==> src/rtl/reset_sequencer_pkg.sv <==
// Shared types and constants for the staged reset controller.
package reset_sequencer_pkg;

    // Sequencer phases; one stage at a time walks HOLD -> RELEASE -> WAIT.
    typedef enum logic [2:0] {
        ASSERT  = 3'd0,
        HOLD    = 3'd1,
        RELEASE = 3'd2,
        WAIT    = 3'd3,
        DONE    = 3'd4
    } seq_state_e;

    // Cycles to wait for a stage's ready before flagging it and moving on.
    localparam int DEFAULT_WAIT_LIMIT = 255;

    // Width of the stage index; never below one bit so a single-stage
    // build still has a legal index register.
    function automatic int clog2(input int n);
        int w;
        w = 1;
        while ((1 << w) < n) begin
            w++;
        end
        return w;
    endfunction

endpackage

==> src/rtl/stage_timer.sv <==
// Shared down-counter used to time both the hold and the ready-wait of the
// active stage. Loads take priority over counting; the count stops at zero.
module stage_timer #(
    parameter int WIDTH = 8
) (
    input  logic             clk_i,
    input  logic             rst_ni,
    input  logic             load_i,
    input  logic [WIDTH-1:0] load_value_i,
    input  logic             enable_i,
    output logic             zero_o
);

    logic [WIDTH-1:0] count_q;
    logic [WIDTH-1:0] count_d;

    // Next count: load, else saturating decrement while enabled.
    always_comb begin
        // NOTE: every always_comb output gets a default first so no path
        // leaves it unassigned, which would infer a latch.
        count_d = count_q;
        if (load_i) begin
            count_d = load_value_i;
        end else if (enable_i && (count_q != '0)) begin
            count_d = count_q - WIDTH'(1);
        end
    end

    // Count register, cleared by the asynchronous reset.
    always_ff @(posedge clk_i or negedge rst_ni) begin
        // NOTE: non-blocking assignments in clocked blocks so every register
        // samples pre-edge values regardless of statement order.
        if (!rst_ni) begin
            count_q <= '0;
        end else begin
            count_q <= count_d;
        end
    end

    assign zero_o = (count_q == '0);

endmodule

==> src/rtl/reset_sequencer.sv <==
// Staged reset controller: holds all downstream domains in reset, then
// releases them one by one (stage 0 first), each after its hold time and
// an optional ready handshake. A soft-reset pulse restarts the sequence.
module reset_sequencer
    import reset_sequencer_pkg::*;
#(
    parameter int STAGES        = 3,
    parameter int COUNTER_WIDTH = 8,
    parameter int WAIT_LIMIT    = DEFAULT_WAIT_LIMIT
) (
    input  logic                            clk_in,
    input  logic                            reset,
    input  logic                            soft_reset_req,
    input  logic [STAGES*COUNTER_WIDTH-1:0] stage_hold,
    input  logic [STAGES-1:0]               stage_ready,
    output logic [STAGES-1:0]               stage_reset,
    output logic                            busy,
    output logic                            done,
    output logic [STAGES-1:0]               err_stage
);

    localparam int                       KW        = clog2(STAGES);
    localparam logic [KW-1:0]            LAST_K    = KW'(STAGES - 1);
    localparam logic [COUNTER_WIDTH-1:0] WAIT_LOAD = COUNTER_WIDTH'(WAIT_LIMIT);

    seq_state_e               state_q, state_d;
    logic [KW-1:0]            k_q, k_d;
    logic [STAGES-1:0]        stage_reset_q, stage_reset_d;
    logic [STAGES-1:0]        err_q, err_d;
    logic                     busy_q, busy_d;
    logic                     done_q, done_d;
    logic                     timer_load;
    logic                     timer_enable;
    logic                     timer_zero;
    logic [COUNTER_WIDTH-1:0] timer_value;

    // Hold time of stage idx; a programmed 0 counts as 1 cycle.
    function automatic logic [COUNTER_WIDTH-1:0] hold_for(
        input logic [STAGES*COUNTER_WIDTH-1:0] holds,
        input logic [KW-1:0]                   idx
    );
        logic [COUNTER_WIDTH-1:0] v;
        v = holds[int'(idx)*COUNTER_WIDTH +: COUNTER_WIDTH];
        return (v == '0) ? COUNTER_WIDTH'(1) : v;
    endfunction

    stage_timer #(
        .WIDTH (COUNTER_WIDTH)
    ) u_timer (
        .clk_i        (clk_in),
        .rst_ni       (reset),
        .load_i       (timer_load),
        .load_value_i (timer_value),
        .enable_i     (timer_enable),
        .zero_o       (timer_zero)
    );

    // Next-state, stage index, timer control and registered-output updates.
    always_comb begin
        state_d       = state_q;
        k_d           = k_q;
        stage_reset_d = stage_reset_q;
        err_d         = err_q;
        busy_d        = (state_q != DONE);
        done_d        = (state_q == DONE);
        timer_load    = 1'b0;
        timer_enable  = 1'b0;
        timer_value   = WAIT_LOAD;

        if (soft_reset_req) begin
            // Restart beats every other transition, including a WAIT exit.
            state_d       = ASSERT;
            k_d           = '0;
            stage_reset_d = '1;
            err_d         = '0;
            busy_d        = 1'b1;
            done_d        = 1'b0;
        end else begin
            unique case (state_q)
                ASSERT: begin
                    stage_reset_d = '1;
                    k_d           = '0;
                    state_d       = HOLD;
                    timer_load    = 1'b1;
                    timer_value   = hold_for(stage_hold, '0);
                end
                HOLD: begin
                    timer_enable = 1'b1;
                    if (timer_zero) begin
                        state_d            = RELEASE;
                        stage_reset_d[k_q] = 1'b0;
                    end
                end
                RELEASE: begin
                    state_d     = WAIT;
                    timer_load  = 1'b1;
                    timer_value = WAIT_LOAD;
                end
                WAIT: begin
                    timer_enable = 1'b1;
                    if (stage_ready[k_q] || timer_zero) begin
                        // Ready seen on the last count still counts as ready.
                        if (!stage_ready[k_q]) begin
                            err_d[k_q] = 1'b1;
                        end
                        if (k_q == LAST_K) begin
                            state_d = DONE;
                        end else begin
                            k_d         = k_q + KW'(1);
                            state_d     = HOLD;
                            timer_load  = 1'b1;
                            timer_value = hold_for(stage_hold, k_q + KW'(1));
                        end
                    end
                end
                DONE: begin
                    state_d = DONE;
                end
                default: begin
                    state_d = ASSERT;
                end
            endcase
        end
    end

    // Sequencer registers; reset puts every domain back into reset.
    always_ff @(posedge clk_in or negedge reset) begin
        if (!reset) begin
            state_q       <= ASSERT;
            k_q           <= '0;
            stage_reset_q <= '1;
            err_q         <= '0;
            busy_q        <= 1'b1;
            done_q        <= 1'b0;
        end else begin
            state_q       <= state_d;
            k_q           <= k_d;
            stage_reset_q <= stage_reset_d;
            err_q         <= err_d;
            busy_q        <= busy_d;
            done_q        <= done_d;
        end
    end

    assign stage_reset = stage_reset_q;
    assign err_stage   = err_q;
    assign busy        = busy_q;
    assign done        = done_q;

endmodule
==> config.mk <==
export PLATFORM = sky130hd
export DESIGN_NAME = reset_sequencer
export DESIGN_NICKNAME = d
export VERILOG_FILES = /design/src/rtl/reset_sequencer_pkg.sv /design/src/rtl/stage_timer.sv /design/src/rtl/reset_sequencer.sv
export SDC_FILE = /design/constraint.sdc
export NUM_CORES = 1
export LEC_CHECK = 0
export ABC_AREA = 1
export CORE_MARGIN = 10
export CORE_UTILIZATION = 51
export DETAILED_ROUTE_END_ITERATION = 10
export PLACE_DENSITY = 0.79
export SETUP_SLACK_MARGIN = 0.2
export SLEW_MARGIN = 30
export SYNTH_ARGS = -nofsm -noshare
export SYNTH_HDL_FRONTEND = slang
export SYNTH_HIERARCHICAL = 1
export SYNTH_SLANG_ARGS = --single-unit
==> constraint.sdc <==
create_clock -name clk_in -period 2.5 [get_ports clk_in]
set_input_delay 0.625 -clock clk_in [delete_from_list [all_inputs] [get_ports clk_in]]
set_output_delay 0.625 -clock clk_in [all_outputs]
set_load 0.01 [all_outputs]
==> results of run 1 <==
==> logic make-up after synthesis <==
group / Yosys count / synth area share [%]
and+or+nand+nor: 172 / 41.7
AOI/OAI and AO/OA: 38 / 12.5
adders and majority gates: 5 / 3.56
xor gates and xnor gates: 1 / 0.499
DFF: 21 / 30.2
buffers and inverters: 49 / 11.5
==> where the power goes <==
group | switching, W | internal [W]
combinational | 0.000687 | 0.000414
sequential | 0.0000961 | 0.000440
clock | 0.0000984 | 0.0000620
total | 0.000882 | 0.000917
==> placed cells by master (no fill, tap or decap), types with 2 or more instances in the layout <==
cell type / n
o21ai_0: 6
clkbuf_4: 3
a21oi_2: 4
nor2_2: 3
nor2_4: 3
buf_4: 7
dfstp_2: 4
ha_1: 5
dfrtp_1: 17
nand3_1: 24
nand2_2: 3
clkdlybuf4s50_1: 37
inv_1: 33
nand4_1: 2
o21ai_1: 16
nor2_1: 31
a21oi_1: 9
nand2_1: 102
inv_2: 9
==> cell usage after synthesis (3+ instances only) <==
cell type	n	area, µm²
a21oi_1	9	45.0
a21oi_2	4	35.0
dfrtp_1	17	425
dfstp_2	4	105
ha_1	5	62.6
inv_1	33	124
inv_2	9	33.8
nand2_1	102	383
nand2_2	3	18.8
nand3_1	24	120
nor2_1	32	120
nor2_2	3	18.8
o21ai_0	7	35.0
o21ai_1	15	75.1
==> through the flow <==
step	utilization, %	total power [W]	instances	hold slack (ps)
after floorplan	-	0.00135	286	329
after global routing	66.9	0.00200	374	523
final	66.9	0.00180	374	491
after CTS	66.2	0.00178	372	491
after detailed placement	65.4	0.00161	368	474
after global placement	65.4	0.00160	368	465
==> state kept, by name (all words and copies together), names as in the netlist <==
signal and count:
k_q 2, err_stage 3, u_timer/count_q 8, busy 1, done 1, state_q 3, stage_reset 3
==> cell type report <==
cell class                      count  area [µm²]  share of cell area, %
Tap cell                           46        57.6                   2.58
Sequential cell                    21         531                   23.8
Inverter                           43         163                   7.29
Timing Repair Buffer               44         423                   19.0
Clock buffer                        4        26.3                   1.18
Multi-Input combinational cell    216        1030                   46.2
==> metal layers <==
layer	GRT usage [%]	wire (µm)	vias up
met5	0	0	-
met4	2.69	22	0
met3	2.96	244	2
met2	22.9	1960	47
met1	17.5	1960	817
li1	-	-	972
==> final timing paths <==
kind	endpoint	slack, ps	cells after the start	startpoint
worst max-delay path	u_timer/count_q[1]	370	15	stage_ready[1]
worst min-delay path	stage_reset[0]	490	2	stage_reset[0]
worst max register to register	u_timer/count_q[3]	480	15	u_timer/count_q[1]
worst min register to register	stage_reset[0]	490	2	stage_reset[0]
max in group asynchronous	stage_reset[2]	1570	2	reset
min in group asynchronous	state_q[2]	650	2	reset
==> what timing repair did <==
item	4_1_cts	5_1_grt
resized for setup	0	3
buffers inserted	0	2
endpoints found under the setup margin	0	6
==> worst reg2reg max path: stages, from the launching register on <==
cell and delay (ps):
dfrtp_1 400, inv_1 110, ha_1 160, nand2_1 130, nor2_4 190, inv_1 80
nand3_1 100, nand2_1 100, inv_2 70, nand2_1 60, inv_1 70, inv_1 140
nand2_4 150, clkinv_2 80, nand2_1 60, nand2_1 50
==> flow_summary.json, run 1 <==
{
  "status": "completed",
  "synth_cells": 286,
  "fin_crit_ps": 2130,
  "rsz0062_at_grt": "no",
  "cts_max_level": 1,
  "clk_path_buf_depth": 2,
  "worstMarginPinSlew_ps": 454,
  "clk_pin_slew_ps": 120,
  "synth-seq-cells": 21,
  "ir_drop_mv": 0.452,
  "routed_wl_um": 4180,
  "arrival_ps": 2360,
  "leakage_nw": 1.10,
  "nFillCells": 311,
  "tritoncts": "done",
  "cts_hold_buffers": 0,
  "placed_cell_area_um2": 2180,
  "rows": 21,
  "dp_slack_ps": 13.3,
  "hold_violations": 0,
  "synth_edf_count": 0,
  "syn2layout_area_growth_pct": 27.1,
  "critPathKind": "primary input to flop",
  "vias": 1838,
  "ys_warn_count": 6,
  "finalCritPeriodShare_pct": 85.1,
  "max_cap_violations": 0,
  "endpoint_kind": "flop",
  "cts_buffers": 3,
  "cts_sinks": 21,
  "die_area_um2": 6190,
  "crit_buf_inv": 5,
  "antenna_found_initial": 0,
  "dp_hpwl_um": 3490,
  "grt_max_degree": 22,
  "setup-violations-final": 0,
  "cp_common_cell": "nand2_1",
  "worstPathCellList": "clkdlybuf4s50_1 -> inv_1 -> nand2_1 -> nand3_1 -> nand2_2 -> nor2_4 -> nand3_2 -> nand2_1 -> inv_2 -> nand2_1 -> inv_1 -> buf_4 -> o21ai_0 -> nand2_1 -> o21ai_1",
  "final.setup.worst_slack_ps": 372,
  "grt_pass1_wl_um": 7290,
  "clock_latency_ps": 290,
  "place_congestion": 0.851,
  "critPathTopFamily": "simple AND/OR/NAND/NOR gates",
  "ant_nets": 0,
  "num_io_pins": 38,
  "ys_async_sr_fraction_pct": 100,
  "fin_area_um2": 2230,
  "firstDrtPassIters": 4,
  "cp_data_required_time_ps": 2730,
  "drtIter0Drc": 108,
  "relSlewSlack_pct": 69.7,
  "hold_class": "flop to flop",
  "synthesis.nets": 321,
  "portBuffers": 37,
  "drc": 0,
  "slew_viol_final": 0,
  "max_stage_delay_ps": 400,
  "diodes": 0,
  "synth_area_um2": 1760,
  "grt.overflow.total": 0,
  "cp-start-kind": "primary input",
  "die_h_um": 78.7,
  "drive_above_1_share_pct": 12.5,
  "grt_pass1_vias": 1674,
  "path_max_fanout": 12,
  "synth_top_flop_cell": "dfrtp_1",
  "via_per_inst": 4.91,
  "tns_ps": 0,
  "avgSynthCellArea_um2": 6.14,
  "track_usage_pct": 13.6,
  "ys_types": 29,
  "wl_per_cell_um": 11.2,
  "core_area_um2": 3340,
  "nets": 364,
  "initial_core_util_pct": 52.6,
  "dieWidth_um": 78.7,
  "fin_skew_ps": 7.76,
  "seq_area_frac_synth_pct": 30.2,
  "fmax_ghz": 0.470,
  "cp_slowest_cell": "clkdlybuf4s50_1",
  "root_buffer": "clkbuf_4",
  "cellPowerDensity_nw_per_um2": 806
}
No activity file was read; power rests on OpenSTA's default activity.
==> run 2, diff against run 1 <==
--- a/config.mk
+++ b/config.mk
@@ -6,10 +6,12 @@
 export NUM_CORES = 1
 export LEC_CHECK = 0
 export ABC_AREA = 1
+export CELL_PAD_IN_SITES_DETAIL_PLACEMENT = 1
+export CELL_PAD_IN_SITES_GLOBAL_PLACEMENT = 2
 export CORE_MARGIN = 10
-export CORE_UTILIZATION = 51
+export CORE_UTILIZATION = 26
 export DETAILED_ROUTE_END_ITERATION = 10
-export PLACE_DENSITY = 0.79
+export PLACE_DENSITY = 0.78
 export SETUP_SLACK_MARGIN = 0.2
 export SLEW_MARGIN = 30
 export SYNTH_ARGS = -nofsm -noshare
==> run 2 against run 1 <==
- sequential cell count unchanged
- fmax increased by 1.3%
- sequential share of layout area decreased by 0.62 points
- first-iteration DRC count decreased by 80%
- critical path depth unchanged
- wire length increased by 27%
- critical endpoint is now u_timer/count_q[0]
- via count about the same
- non-clock buffer count unchanged
- combinational power about the same
- largest power group unchanged
- hold slack got worse by 10 ps
==> flow_summary.json, run 2 (synthesized netlist as in run 1, its figures left out) <==
{
  "status": "completed",
  "layout_commonest_cell": "nand2_1",
  "clk_path_buf_depth": 2,
  "tns_ps": 0,
  "hold_violations": 0,
  "drtIter0Drc": 22,
  "power_frac_clock_pct": 11.5,
  "grt_pass1_vias": 1960,
  "power_frac_seq_pct": 28.6,
  "nFillCells": 854,
  "rsz0062_at_grt": "no",
  "cts_hold_buffers": 0,
  "rows": 29,
  "die_area_um2": 10400,
  "critPathKind": "primary input to flop",
  "slew_viol_final": 0,
  "drive_above_1_share_pct": 12.8,
  "vias": 1839,
  "initial_core_util_pct": 27.2,
  "dieWidth_um": 102,
  "clock_latency_ps": 250,
  "via_per_inst": 4.54,
  "firstDrtPassIters": 4,
  "num_io_pins": 38,
  "cts_sinks": 21,
  "cp-start-kind": "primary input",
  "cell_internal_pwr_w": 0.000968,
  "most-common-layout-cells": "nand2_1, clkdlybuf4s50_1, inv_1, nor2_1, nand3_1",
  "syn2layout_area_growth_pct": 30.5,
  "drc": 0,
  "cts_buffers": 3,
  "hold_class": "flop to flop",
  "dp.cells": 400,
  "antenna_found_initial": 0,
  "routed_wl_um": 5310,
  "p_comb_share_pct": 59.9,
  "worstReg2RegEnd": "u_timer/count_q[0]",
  "ir_drop_mv": 0.223,
  "largest-register": "u_timer/count_q",
  "grt.overflow.total": 0,
  "max_cap_violations": 0,
  "swShare_pct": 48.8,
  "wl_per_cell_um": 13.1,
  "ant_nets": 0,
  "tritoncts": "done",
  "path_max_fanout": 12,
  "instances_no_fill": 405,
  "core_area_um2": 6460,
  "switchingPower_w": 0.000923,
  "clk_pin_slew_ps": 70,
  "cellPowerDensity_nw_per_um2": 825,
  "grt_pass1_wl_um": 9170,
  "root_buffer": "clkbuf_8",
  "fin_crit_ps": 2100,
  "track_usage_pct": 10.7,
  "grt_max_degree": 22,
  "diodes": 0,
  "fin_skew_ps": 2.37,
  "regToRegSetupSlack_ps": 430,
  "place_congestion": 0.796,
  "cp-endpoint": "u_timer/count_q[0]",
  "endpoint_kind": "flop",
  "portBuffers": 37,
  "arrival_ps": 2290,
  "dp_hpwl_um": 4440,
  "die_h_um": 102,
  "cp-startpoint": "stage_ready[1]",
  "setup-violations-final": 0,
  "cp_data_required_time_ps": 2690,
  "relSlewSlack_pct": 68.5,
  "nets": 364,
  "cts_max_level": 1,
  "largest_reg_flops": 8,
  "reg2reg_depth": 15,
  "fmax_ghz": 0.476,
  "finalCritPeriodShare_pct": 84.0,
  "worstMarginPinSlew_ps": 473,
  "r2r_start": "u_timer/count_q[1]",
  "leakage_nw": 1.11
}
[run 2: cell counts in the layout (fill, tap and decap cells not counted)]
No cell type changed its count.
[run 2: layer usage]
layer	up-vias	GRT usage, %	wire, µm
li1	972	-	-
met1	845	13.5	2610
met2	20	18.9	2530
met3	2	1.42	130
met4	0	2.60	40
met5	-	0	0
[run 2: worst min-delay path by stage]
stage	slack (ps)	from	endpoint	cells after the start
2_1_floorplan	330	reset	done	0
3_3_place_gp	470	stage_reset[2]	stage_reset[2]	2
3_5_place_dp	470	stage_reset[2]	stage_reset[2]	2
4_1_cts	490	stage_reset[2]	stage_reset[2]	2
5_1_grt	530	stage_reset[0]	stage_reset[0]	2
6_report	480	stage_reset[2]	stage_reset[2]	2
[run 2: layout make-up]
| class | count | area (µm²) | share of cell area (%) |
|---|---|---|---|
| multi-input combinational | 216 | 1030 | 45.0 |
| sequential | 21 | 531 | 23.2 |
| timing repair buffer | 44 | 423 | 18.5 |
| inverter | 43 | 165 | 7.21 |
| tap | 77 | 96.3 | 4.21 |
| clock buffer | 4 | 45.0 | 1.97 |
[run 2: power by group through the flow]
| stage | registers (W) | logic [W] | clock network [W] |
|---|---|---|---|
| after floorplan | 0.000523 | 0.000829 | 0 |
| after global placement | 0.000546 | 0.00113 | 0 |
| after detailed placement | 0.000547 | 0.00114 | 0 |
| after CTS | 0.000541 | 0.00115 | 0.000236 |
| after global routing | 0.000557 | 0.00132 | 0.000246 |
| final | 0.000540 | 0.00113 | 0.000217 |
[run 2: worst max-delay path, cell delays in order]
cell and delay (ps):
clkdlybuf4s50_1 400, inv_1 50, nand2_1 40, nand3_1 100, nand2_2 90, nor2_4 100, nand3_2 90, nand2_1 140
inv_2 50, nand2_1 70, inv_1 60, buf_4 170, o21ai_0 170, nand2_1 70, o21ai_1 70
[run 2: repair_timing]
| action | in CTS | in global routing |
|---|---|---|
| endpoints found under the hold margin | 0 | 0 |
| gates resized for setup | 1 | 3 |
| setup buffers | 0 | 1 |
| pin swaps | 0 | 1 |
| endpoints found under the setup margin | 2 | 6 |
[run 2: through the flow]
| step | hold slack [ps] | setup WS [ps] | area, µm² | total power (W) | util, % |
|---|---|---|---|---|---|
| 5_1_grt | 530 | 202 | 2290 | 0.00212 | 35.5 |
| 2_1_floorplan | 329 | 383 | 1760 | 0.00135 | - |
| 3_5_place_dp | 474 | 90.5 | 2230 | 0.00169 | 34.5 |
| 6_report | 481 | 400 | 2290 | 0.00189 | 35.5 |
| 4_1_cts | 486 | 307 | 2280 | 0.00193 | 35.2 |
| 3_3_place_gp | 467 | 166 | 2230 | 0.00167 | 34.5 |
